===== src/rtl/mac_result_serializer.sv =====
// Buffers completed accumulator results in a small FIFO and streams each one out a byte per valid/ready transfer.
// Optional MAC_SER_CHECKSUM_EN appends an XOR checksum byte to every frame.
module mac_result_serializer #(
    parameter int ACC_WIDTH  = 32,
    parameter int FIFO_DEPTH = 2,
    parameter int MSB_FIRST  = 1
) (
    input  logic                 clk,
    input  logic                 rst_n,
    input  logic                 ena,
    input  logic [ACC_WIDTH-1:0] result_i,
    input  logic                 result_valid_i,
    output logic [7:0]           byte_o,
    output logic                 byte_valid_o,
    input  logic                 byte_ready_i,
    output logic                 last_o,
    output logic                 busy_o,
    output logic                 overrun_o,
    input  logic                 clear_i
);

    localparam int NBYTES = ACC_WIDTH / 8;
`ifdef MAC_SER_CHECKSUM_EN
    localparam int FRAME_LEN = NBYTES + 1;
`else
    localparam int FRAME_LEN = NBYTES;
`endif
    localparam int PTR_W = $clog2(FIFO_DEPTH);
    localparam int CNT_W = $clog2(FIFO_DEPTH + 1);
    localparam int BC_W  = $clog2(FRAME_LEN);

    logic [ACC_WIDTH-1:0] mem_q [FIFO_DEPTH];
    logic [PTR_W-1:0]     head_q, head_d;
    logic [PTR_W-1:0]     tail_q, tail_d;
    logic [CNT_W-1:0]     count_q, count_d;
    logic [BC_W-1:0]      byte_cnt_q, byte_cnt_d;
    logic                 overrun_q, overrun_d;

    logic                 non_empty;
    logic                 full;
    logic                 xfer;
    logic                 last_byte;
    logic                 pop;
    logic                 push_ok;
    logic                 drop;
    logic [ACC_WIDTH-1:0] head_word;
    logic [7:0]           data_bytes [NBYTES];
    logic [7:0]           cur_byte;
`ifdef MAC_SER_CHECKSUM_EN
    logic [7:0]           checksum;
`endif

    assign non_empty = (count_q != '0);
    assign full      = (count_q == CNT_W'(FIFO_DEPTH));
    assign xfer      = non_empty & byte_ready_i & ena;
    assign last_byte = (byte_cnt_q == BC_W'(FRAME_LEN - 1));
    assign pop       = xfer & last_byte;
    // A full FIFO still accepts a result when the head frame leaves on the same edge.
    assign push_ok   = ena & result_valid_i & (~full | pop);
    assign drop      = ena & result_valid_i & full & ~pop;
    assign head_word = mem_q[head_q];

    always_comb begin
        for (int k = 0; k < NBYTES; k++) begin
            if (MSB_FIRST != 0) begin
                data_bytes[k] = head_word[ACC_WIDTH-1-8*k -: 8];
            end else begin
                data_bytes[k] = head_word[8*k +: 8];
            end
        end
    end

`ifdef MAC_SER_CHECKSUM_EN
    always_comb begin
        checksum = '0;
        for (int k = 0; k < NBYTES; k++) begin
            checksum = checksum ^ data_bytes[k];
        end
    end
`endif

    always_comb begin
        cur_byte = '0;
        for (int k = 0; k < NBYTES; k++) begin
            if (byte_cnt_q == BC_W'(k)) begin
                cur_byte = data_bytes[k];
            end
        end
`ifdef MAC_SER_CHECKSUM_EN
        if (byte_cnt_q == BC_W'(NBYTES)) begin
            cur_byte = checksum;
        end
`endif
    end

    always_comb begin
        head_d     = head_q;
        tail_d     = tail_q;
        count_d    = count_q;
        byte_cnt_d = byte_cnt_q;
        if (xfer) begin
            byte_cnt_d = last_byte ? '0 : byte_cnt_q + BC_W'(1);
        end
        if (pop) begin
            head_d = head_q + PTR_W'(1);
        end
        if (push_ok) begin
            tail_d = tail_q + PTR_W'(1);
        end
        if (push_ok && !pop) begin
            count_d = count_q + CNT_W'(1);
        end else if (!push_ok && pop) begin
            count_d = count_q - CNT_W'(1);
        end
        // Set wins over a simultaneous clear.
        overrun_d = drop | (overrun_q & ~(ena & clear_i));
    end

    always_ff @(posedge clk or negedge rst_n) begin
        if (!rst_n) begin
            for (int i = 0; i < FIFO_DEPTH; i++) begin
                mem_q[i] <= '0;
            end
            head_q     <= '0;
            tail_q     <= '0;
            count_q    <= '0;
            byte_cnt_q <= '0;
            overrun_q  <= 1'b0;
        end else begin
            if (push_ok) begin
                mem_q[tail_q] <= result_i;
            end
            head_q     <= head_d;
            tail_q     <= tail_d;
            count_q    <= count_d;
            byte_cnt_q <= byte_cnt_d;
            overrun_q  <= overrun_d;
        end
    end

    assign byte_valid_o = non_empty;
    assign busy_o       = non_empty;
    assign byte_o       = non_empty ? cur_byte : 8'h00;
    assign last_o       = non_empty & last_byte;
    assign overrun_o    = overrun_q;

endmodule


===== config.mk =====
export PLATFORM = sky130hd
export DESIGN_NAME = mac_result_serializer
export DESIGN_NICKNAME = d
export VERILOG_FILES = /design/src/rtl/mac_result_serializer.sv
export SDC_FILE = /design/constraint.sdc
export NUM_CORES = 1
export LEC_CHECK = 0
export CAP_MARGIN = 20
export CORE_MARGIN = 5
export CORE_UTILIZATION = 54
export DETAILED_ROUTE_END_ITERATION = 16
export GPL_TIMING_DRIVEN = 0
export PLACE_DENSITY = 0.8
export SKIP_LAST_GASP = 1
export SLEW_MARGIN = 20
export SYNTH_ARGS = -nofsm -noshare
export SYNTH_HDL_FRONTEND = slang
export SYNTH_SLANG_ARGS = --single-unit

===== constraint.sdc =====
create_clock -name clk -period 2.2 [get_ports clk]
set_input_delay 0.66 -clock clk [delete_from_list [all_inputs] [get_ports clk]]
set_output_delay 0.66 -clock clk [all_outputs]
set_load 0.02 [all_outputs]

Word level (Yosys, flattened, before mapping) --
Index checks and enable logic that the tools add are counted.
Word-level totals: flip-flop bits (word level) 71, input port bits 38, output and inout bits 12, word-level logic and storage cells 58
Operators by class: $add $sub $neg 5, $lt $le $gt $ge 3, eq/ne operators 4, muxes and demuxes 14, bitwise logic cells 17, reductions and logical operators 8
Operators with widths (number):
- two-way mux 32 bit | 4
- bitwise mux 64 bit | 1
- two-way mux 8 bit | 5
- demux 32 bit (select 1 bit) | 1
- bitwise AND 1 bit | 10
- == test 2 bit (second input constant) | 3
- two-way mux 2 bit | 3
- adder 2 x 1 -> 2 bit (second input constant) | 2
- >= comparator 2 bit (second input constant) | 2
- inverter 1 -> 2 bit | 2
- nonzero test 2 bit | 2
- logical AND 1 bit | 3
- inverter 1 bit | 3
- adder 1 bit (second input constant) | 2
- == test 2 x 1 -> 1 bit (second input constant) | 1
- logical NOT 1 bit | 2
- logical NOT 2 bit | 1
- less-than comparator 2 x 1 -> 1 bit (second input constant) | 1
- bitwise OR 1 bit | 2
- subtractor 2 x 1 -> 2 bit (second input constant) | 1

Depth between registers and ports, before layout --
Gate-level depths: netlist of the first run.
depth in word-level cells 10, mapped depth 7, gate-level depth less buffers 7

Least setup slack after synthesis of the first run --
OpenSTA, ideal clock, no wires.
path kind register -> output, start point register byte_cnt_q[0], end point output byte_o[0], arrival 1.588 ns, data required time 1.540 ns, slack -0.048 ns, cell stages (with the launch flop) 7, path buffers 1, cell sequence dfrtp_1 > inv_1 > ha_1 > nor2b_1 > buf_1 > a221o_1 > a21oi_1
Between the ends: cells in the longest elaborated chain, start to end 6, elaborated cells on any way between the ends 9, those cells by class eq/ne: 3; mux: 5; reduce/logical: 1
RTL lines:
- from (decl) | line 36 | logic [BC_W-1:0] byte_cnt_q, byte_cnt_d;
- from (signal assigned) | line 136 | byte_cnt_q <= byte_cnt_d;
- logical NOT 2 bit | line 85 | if (byte_cnt_q == BC_W'(k)) begin
- two-way mux 8 bit (3 in series) | line 85
- two-way mux 8 bit * | line 85
- two-way mux 8 bit * | line 143 | assign byte_o = non_empty ? cur_byte : 8'h00;
- to (decl) | line 13 | output logic [7:0] byte_o,
Mark *: on every way between the ends. The rest lies on a longest branch, timed or not.

Worst setup path in the final report of the first run --
start point register head_q, end point output byte_o[0]
Between the ends: cells in the longest elaborated chain, start to end 9
RTL lines:
- from (decl) | line 33 | logic [PTR_W-1:0] head_q, head_d;
- from (signal assigned) | line 124 | head_q <= '0;
- from (signal assigned) | line 133 | head_q <= head_d;
- inverter 1 -> 2 bit (not written as such) * | line 61 | assign head_word = mem_q[head_q];
- two-way mux 32 bit (not written as such) * (3 in series) | line 61
- two-way mux 8 bit (3 in series) | line 85
- two-way mux 8 bit * | line 85
- two-way mux 8 bit * | line 143
Mark *: on every way between the ends. The rest lies on a longest branch, timed or not. The select of a mux whose other input is x is not followed.

==> results of run 1 <==
==> critical path: cells and delay by family (launching register included) <==
kind	cells	cell delay, ns
buf+inv	3	0.46
compound gates	2	0.33
flops	1	0.34
mux	1	0.37
==> sequential cells by signal (all words and copies together) (netlist names) <==
register,cells
mem_q,64
byte_cnt_q,2
count_q,2
head_q,1
overrun_o,1
tail_q,1
==> final timing paths <==
path / start / to / slack (ns) / cells after the start
max in group asynchronous: rst_n / byte_cnt_q[1] / 1.45 / 2
min in group clk: mem_q[30] / mem_q[30] / 0.48 / 1
setup reg to reg: byte_cnt_q[1] / mem_q[50] / 0.23 / 6
hold / removal: rst_n / mem_q[50] / 0.19 / 1
hold reg to reg: mem_q[30] / mem_q[30] / 0.48 / 1
setup / recovery: head_q / byte_o[0] / -0.31 / 6
==> power groups by stage <==
stage	Clock (µW)	Sequential [µW]	Combinational, µW
after CTS	1030	2360	3620
after global placement	0	2310	3140
after global routing	1100	2450	4030
after detailed placement	0	2360	3180
final	1010	2370	3770
after floorplan	0	2250	2240
==> stage by stage <==
stage / setup WS (ns) / total power (µW) / hold WS (ns) / cell area, µm² / TNS [ns]
after floorplan: -0.04803 / 4489 / 0.3644 / 3423 / -0.1376
after global routing: -0.3533 / 7581 / 0.1988 / 4509 / -2.547
after global placement: -1.930 / 5450 / 0.4621 / 4010 / -161.57
after CTS: -0.2751 / 7015 / 0.1852 / 4448 / -2.157
after detailed placement: -0.7674 / 5539 / 0.4777 / 4035 / -25.47
final: -0.3073 / 7155 / 0.1946 / 4509 / -2.101
==> cells by family after synthesis <==
logic type                 after synthesis  share of synthesized area, %
AOI/OAI and AO/OA                       28                         6.762
muxes                                   98                         31.83
xor gates and xnor gates                 5                         1.287
DFF                                     71                         52.19
and+or+nand+nor                         15                         2.426
buffers and inverters                   19                         3.675
adders and majority gates                5                         1.838
==> layer usage <==
metal	vias to the layer above	wire (µm)
met5	-	0
met4	0	161
met3	13	276
met2	40	3620
met1	1102	3185
li1	1015	-
==> cells in the mapped netlist (all sizes together) <==
| cell | n |
|---|---|
| mux2 | 82 |
| dfrtp | 71 |
| mux2i | 16 |
| buf | 14 |
| a21oi | 9 |
| a221o | 8 |
| a22oi | 8 |
| ha | 5 |
| nand2 | 5 |
| inv | 4 |
| nor2 | 4 |
| nor2b | 3 |
| xnor2 | 3 |
| a211oi | 2 |
| xor2 | 2 |
| and2 | 1 |
| clkbuf | 1 |
| nand3 | 1 |
| nand4 | 1 |
| o21ai | 1 |
==> repair_timing <==
item,in CTS,in global routing
buffers inserted,10,2
endpoints found under the setup margin,11,69
resized for setup,93,12
pin swaps,11,7
==> layout make-up <==
type / count / share of cell area (%)
sequential: 71 / 39.48
multi-input combinational: 151 / 36.43
timing repair buffer: 62 / 13.46
buffer: 13 / 3.940
clock buffer: 12 / 3.219
tap: 77 / 2.137
clock inverter: 4 / 0.9989
inverter: 4 / 0.3330
==> impl_metrics.yaml, run 1 <==
outcome:
  outcome: "complete, but fails checks"
  violations: "negative setup slack"
floorplanning:
  initial_core_util_pct: 54.55
  ios: 50
  dieHeight_um: 89.40
  die_w_um: 89.40
  num_rows: 29
  dieArea_um2: 7992
  coreArea_um2: 6241
timing:
  relSlewSlack_pct: 73.65
  setup_viol: 8
  finClkSkew_ns: 0.006502
  fin_ws_ns: -0.3073
  worst_pin_slew_ns: 0.3940
  min_period_ns: 2.507
  final_hold_viol_count: 0
  fin_crit_sh_pct: 114.0
  fmax_ghz: 0.3988
  rsz0062_at_grt: "true"
  drv_slew: 0
synthesis:
  yosys-top-cells-area: "dfrtp_1, mux2_2, mux2i_1, a221o_1, buf_6"
  yosysTopAreaCell: "dfrtp_1"
  seq_area_frac_synth_pct: 52.19
  synth_cells: 241
  syn_area_per_cell_um2: 14.13
  ys_ff_latch: 71
  yosys_warnings: 0
  netlist.area_leader.share_pct: 52.19
  synth_cell_types: 27
  netlist_area_um2: 3405
  syn-num-nets: 284
clock_tree:
  clkSlewWorstSetupHoldPaths_ns: 0.08
  clk_latency_ns: 0.34
  clockBufferDepth: 2
  hold_buffers: 0
  cts_tree: "built"
  htree_levels: 3
  clkSinkCount: 71
  cts_root_buf: "clkbuf_8"
  cts_made_buffers: 9
layout:
  fillers: 426
  layout.nets: 355
  mostFrequentLayoutCells: "mux2_2, dfrtp_1, clkdlybuf4s50_1, buf_4, buf_6"
  drive_above_1_share_pct: 50.79
  fin_cells: 394
  final_core_util_pct: 72.25
  diodes: 0
  seq_area_um2: 1780
  area_growth_pct: 32.45
  multiInputGateArea_um2: 1643
  final_common_cell: "mux2_2"
grt:
  antenna_found_initial: 0
  grt_max_degree: 54
  track_usage_pct: 19.90
  use_met1_pct: 26.13
  grt_util_met3_pct: 3.502
  first_global_vias: 2353
  busiest_layer: "met2"
  grt_pass1_wl_um: 11640
  grt_overflow: 0
  grt_util_met2_pct: 31.88
critical_path:
  worst_setup_path_end_kind: "output port"
  critPathMaxFanout: 10
  crit_path_start_kind: "flip-flop"
  required_ns: 1.54
  cp_cell_sequence: "buf_6 -> buf_12 -> mux2_2 -> a22oi_2 -> a21oi_2 -> buf_4"
  slowest_delay_ns: 0.37
  worst_path_max_delay_cell: "mux2_2"
  arrival_ns: 1.85
  critPathKind: "flip-flop to output port"
placed_design:
  place.gp.congestion: 0.8005
  dp.cells: 368
  dpl.hpwl_um: 5036
  io_buffers: 49
detailed_routing:
  num_vias: 2170
  routed_wl_um: 7244
  first_pass_iters: 4
  viasPerCell: 5.508
  drt-wirelength-per-cell_um: 18.39
  ant_nets: 0
  drt_iter0_markers: 53
  drc: 0
pwr:
  p_int_uw: 4606
  p_sw_uw: 2548
  p_seq_share_pct: 33.1
  p_comb_share_pct: 52.8
  swShare_pct: 35.62
  leakage_uw: 0.001891
  p_per_area_nw_per_um2: 1587
  vdd.ir_drop.worst_mv: 0.8159
  clkPwrFrac_pct: 14.2
flow_run:
  cap_violations: 0
hold_path:
  hold_class: "input port to async pin"
(Power assumes the default switching activity.)
==> run 2: changes to the inputs <==
--- a/config.mk
+++ b/config.mk
@@ -7,10 +7,11 @@
 export LEC_CHECK = 0
 export CAP_MARGIN = 20
 export CORE_MARGIN = 5
-export CORE_UTILIZATION = 54
+export CORE_UTILIZATION = 56
+export CTS_BUF_LIST = sky130_fd_sc_hd__clkbuf_4 sky130_fd_sc_hd__clkbuf_8
 export DETAILED_ROUTE_END_ITERATION = 16
 export GPL_TIMING_DRIVEN = 0
-export PLACE_DENSITY = 0.8
+export PLACE_DENSITY = 0.83
 export SKIP_LAST_GASP = 1
 export SLEW_MARGIN = 20
 export SYNTH_ARGS = -nofsm -noshare
==> run 2 against run 1 <==
The run still ends with negative setup slack left. Combinational power up 3%. Via count up 3.5%. Setup slack worse by 0.027 ns. Global-route usage up 2.6 points. Worst hold slack better by 0.032 ns. Sequential power about the same. Core utilization up 5.0 points. Power up 5.5%. Largest power group unchanged. Die area down 3.2%. Critical path depth up 1. Maximum frequency down 1.1%. Cell count down 0.25%.
==> impl_metrics.yaml, run 2 (synthesized netlist as in run 1, its figures left out) <==
outcome:
  outcome: "complete, but fails checks"
  violations: "negative setup slack"
critical_path:
  critPathMaxFanout: 8
  critPathKind: "flip-flop to output port"
  arrival_ns: 1.87
  worst_setup_path_end_kind: "output port"
  crit_path_start_kind: "flip-flop"
  required_ns: 1.54
timing:
  fin_crit_sh_pct: 115.2
  tns_ns: -2.602
  min_period_ns: 2.534
  fin_ws_ns: -0.3343
  final_hold_viol_count: 0
  finClkSkew_ns: 0.009080
  drv_slew: 0
  relSlewSlack_pct: 74.20
  setup_viol: 9
  rsz0062_at_grt: "true"
  worst_pin_slew_ns: 0.3870
  fmax_ghz: 0.3946
placed_design:
  io_buffers: 49
  dp.cells: 366
  dp_slack_ns: -0.7846
  place.gp.congestion: 0.7898
  place_area_um2: 4025
  dpl.hpwl_um: 5273
layout:
  design_area_um2: 4572
  largestRegisters: "mem_q x64, byte_cnt_q x2, count_q x2"
  multiInputGateArea_um2: 1633
  fillers: 354
  layout.nets: 356
  mostFrequentLayoutCells: "mux2_2, dfrtp_1, clkdlybuf4s50_1, buf_4, mux2i_1"
  diodes: 0
  drive_above_1_share_pct: 50.63
  largest_reg_flops: 64
  seq_area_um2: 1780
  fin_cells: 393
  final_common_cell: "mux2_2"
  area_growth_pct: 34.29
  largest-register: "mem_q"
grt:
  antenna_found_initial: 0
  track_usage_pct: 22.49
  first_global_vias: 2419
  grt_pass1_wl_um: 12690
  grt_max_degree: 44
  grt_overflow: 0
detailed_routing:
  first_pass_iters: 4
  viasPerCell: 5.715
  ant_nets: 0
  num_vias: 2246
  drc: 0
  routed_wl_um: 8070
  drt-wirelength-per-cell_um: 20.53
  drt_iter0_markers: 111
pwr:
  p_per_area_nw_per_um2: 1650
  leakage_uw: 0.001920
  vdd.ir_drop.worst_mv: 0.8809
  finalPower_uw: 7545
floorplanning:
  initial_core_util_pct: 57.50
  die_w_um: 87.97
  num_rows: 28
  ios: 50
  dieArea_um2: 7739
  coreArea_um2: 5921
  dieHeight_um: 87.97
clock_tree:
  clk_latency_ns: 0.35
  clkSlewWorstSetupHoldPaths_ns: 0.08
  cts_root_buf: "clkbuf_8"
  cts_made_buffers: 9
  hold_buffers: 0
  clockBufferDepth: 2
  htree_levels: 3
  clkSinkCount: 71
  cts_tree: "built"
hold_path:
  hold_class: "input port to async pin"
flow_run:
  cap_violations: 0
-- run 2: cell types whose count changed in the layout (fill, tap and decap cells not counted), moves of 2 or more --
cell        previous run  this run
buf_8                  1         3
mux2i_1               14        16
clkinv_2               3         0
bufinv_16              1         3
clkbuf_1               2         0
mux2i_2                2         0
buf_6                 15        11
clkinvlp_4             0         2
-- run 2: area by class of cell --
cell class / instances / share of cell area (%)
flip-flops and latches: 71 / 38.94
multi-input cells: 151 / 35.71
repair buffers: 63 / 13.63
plain buffers: 13 / 3.859
clock buffers: 11 / 3.175
clock inverters: 5 / 2.299
well taps: 75 / 2.053
inverters: 4 / 0.3284
-- run 2: worst max-delay path, stage by stage (launching register included) --
cell and delay, ns:
dfrtp_2 0.47, inv_2 0.11, ha_1 0.20, nor2b_4 0.19, buf_8 0.15, a22oi_2 0.07, a21oi_2 0.19, buf_6 0.14
-- run 2: metrics by stage --
stage               utilization [%]  hold WS [ns]
detailed placement            67.98        0.4739
floorplan                         -        0.3644
finish                        77.22        0.2262
CTS                           75.61        0.2231
global route                  77.22        0.2416
global placement              67.69        0.4626
-- run 2: routing by layer --
layer | up-vias | routed length (µm) | global-route usage, %
li1 | 1017 | - | -
met1 | 1167 | 3365 | 28.00
met2 | 53 | 4298 | 37.60
met3 | 9 | 322 | 4.421
met4 | 0 | 84 | 10.74
met5 | - | 0 | 0
-- run 2: what timing repair did --
item / CTS / global route
pin swaps: 10 / 11
setup endpoints to repair: 12 / 38
gates cloned: 0 / 1
buffers inserted: 7 / 5
gates resized for setup: 89 / 9
-- run 2: final timing paths --
path / from / slack, ns / depth (start not counted) / endpoint
setup / recovery: byte_cnt_q[1] / -0.33 / 7 / byte_o[1]
hold / removal: rst_n / 0.23 / 1 / mem_q[22]
setup reg to reg: byte_cnt_q[1] / 0.13 / 7 / mem_q[10]
hold reg to reg: mem_q[42] / 0.49 / 1 / mem_q[42]
max in group asynchronous: rst_n / 1.42 / 2 / mem_q[32]
min in group clk: mem_q[42] / 0.49 / 1 / mem_q[42]
-- run 2: power by group --
part / internal [µW] / switching (µW) / total, µW
registers: 1980 / 403 / 2380
clock network: 797 / 492 / 1290
logic: 2080 / 1790 / 3870
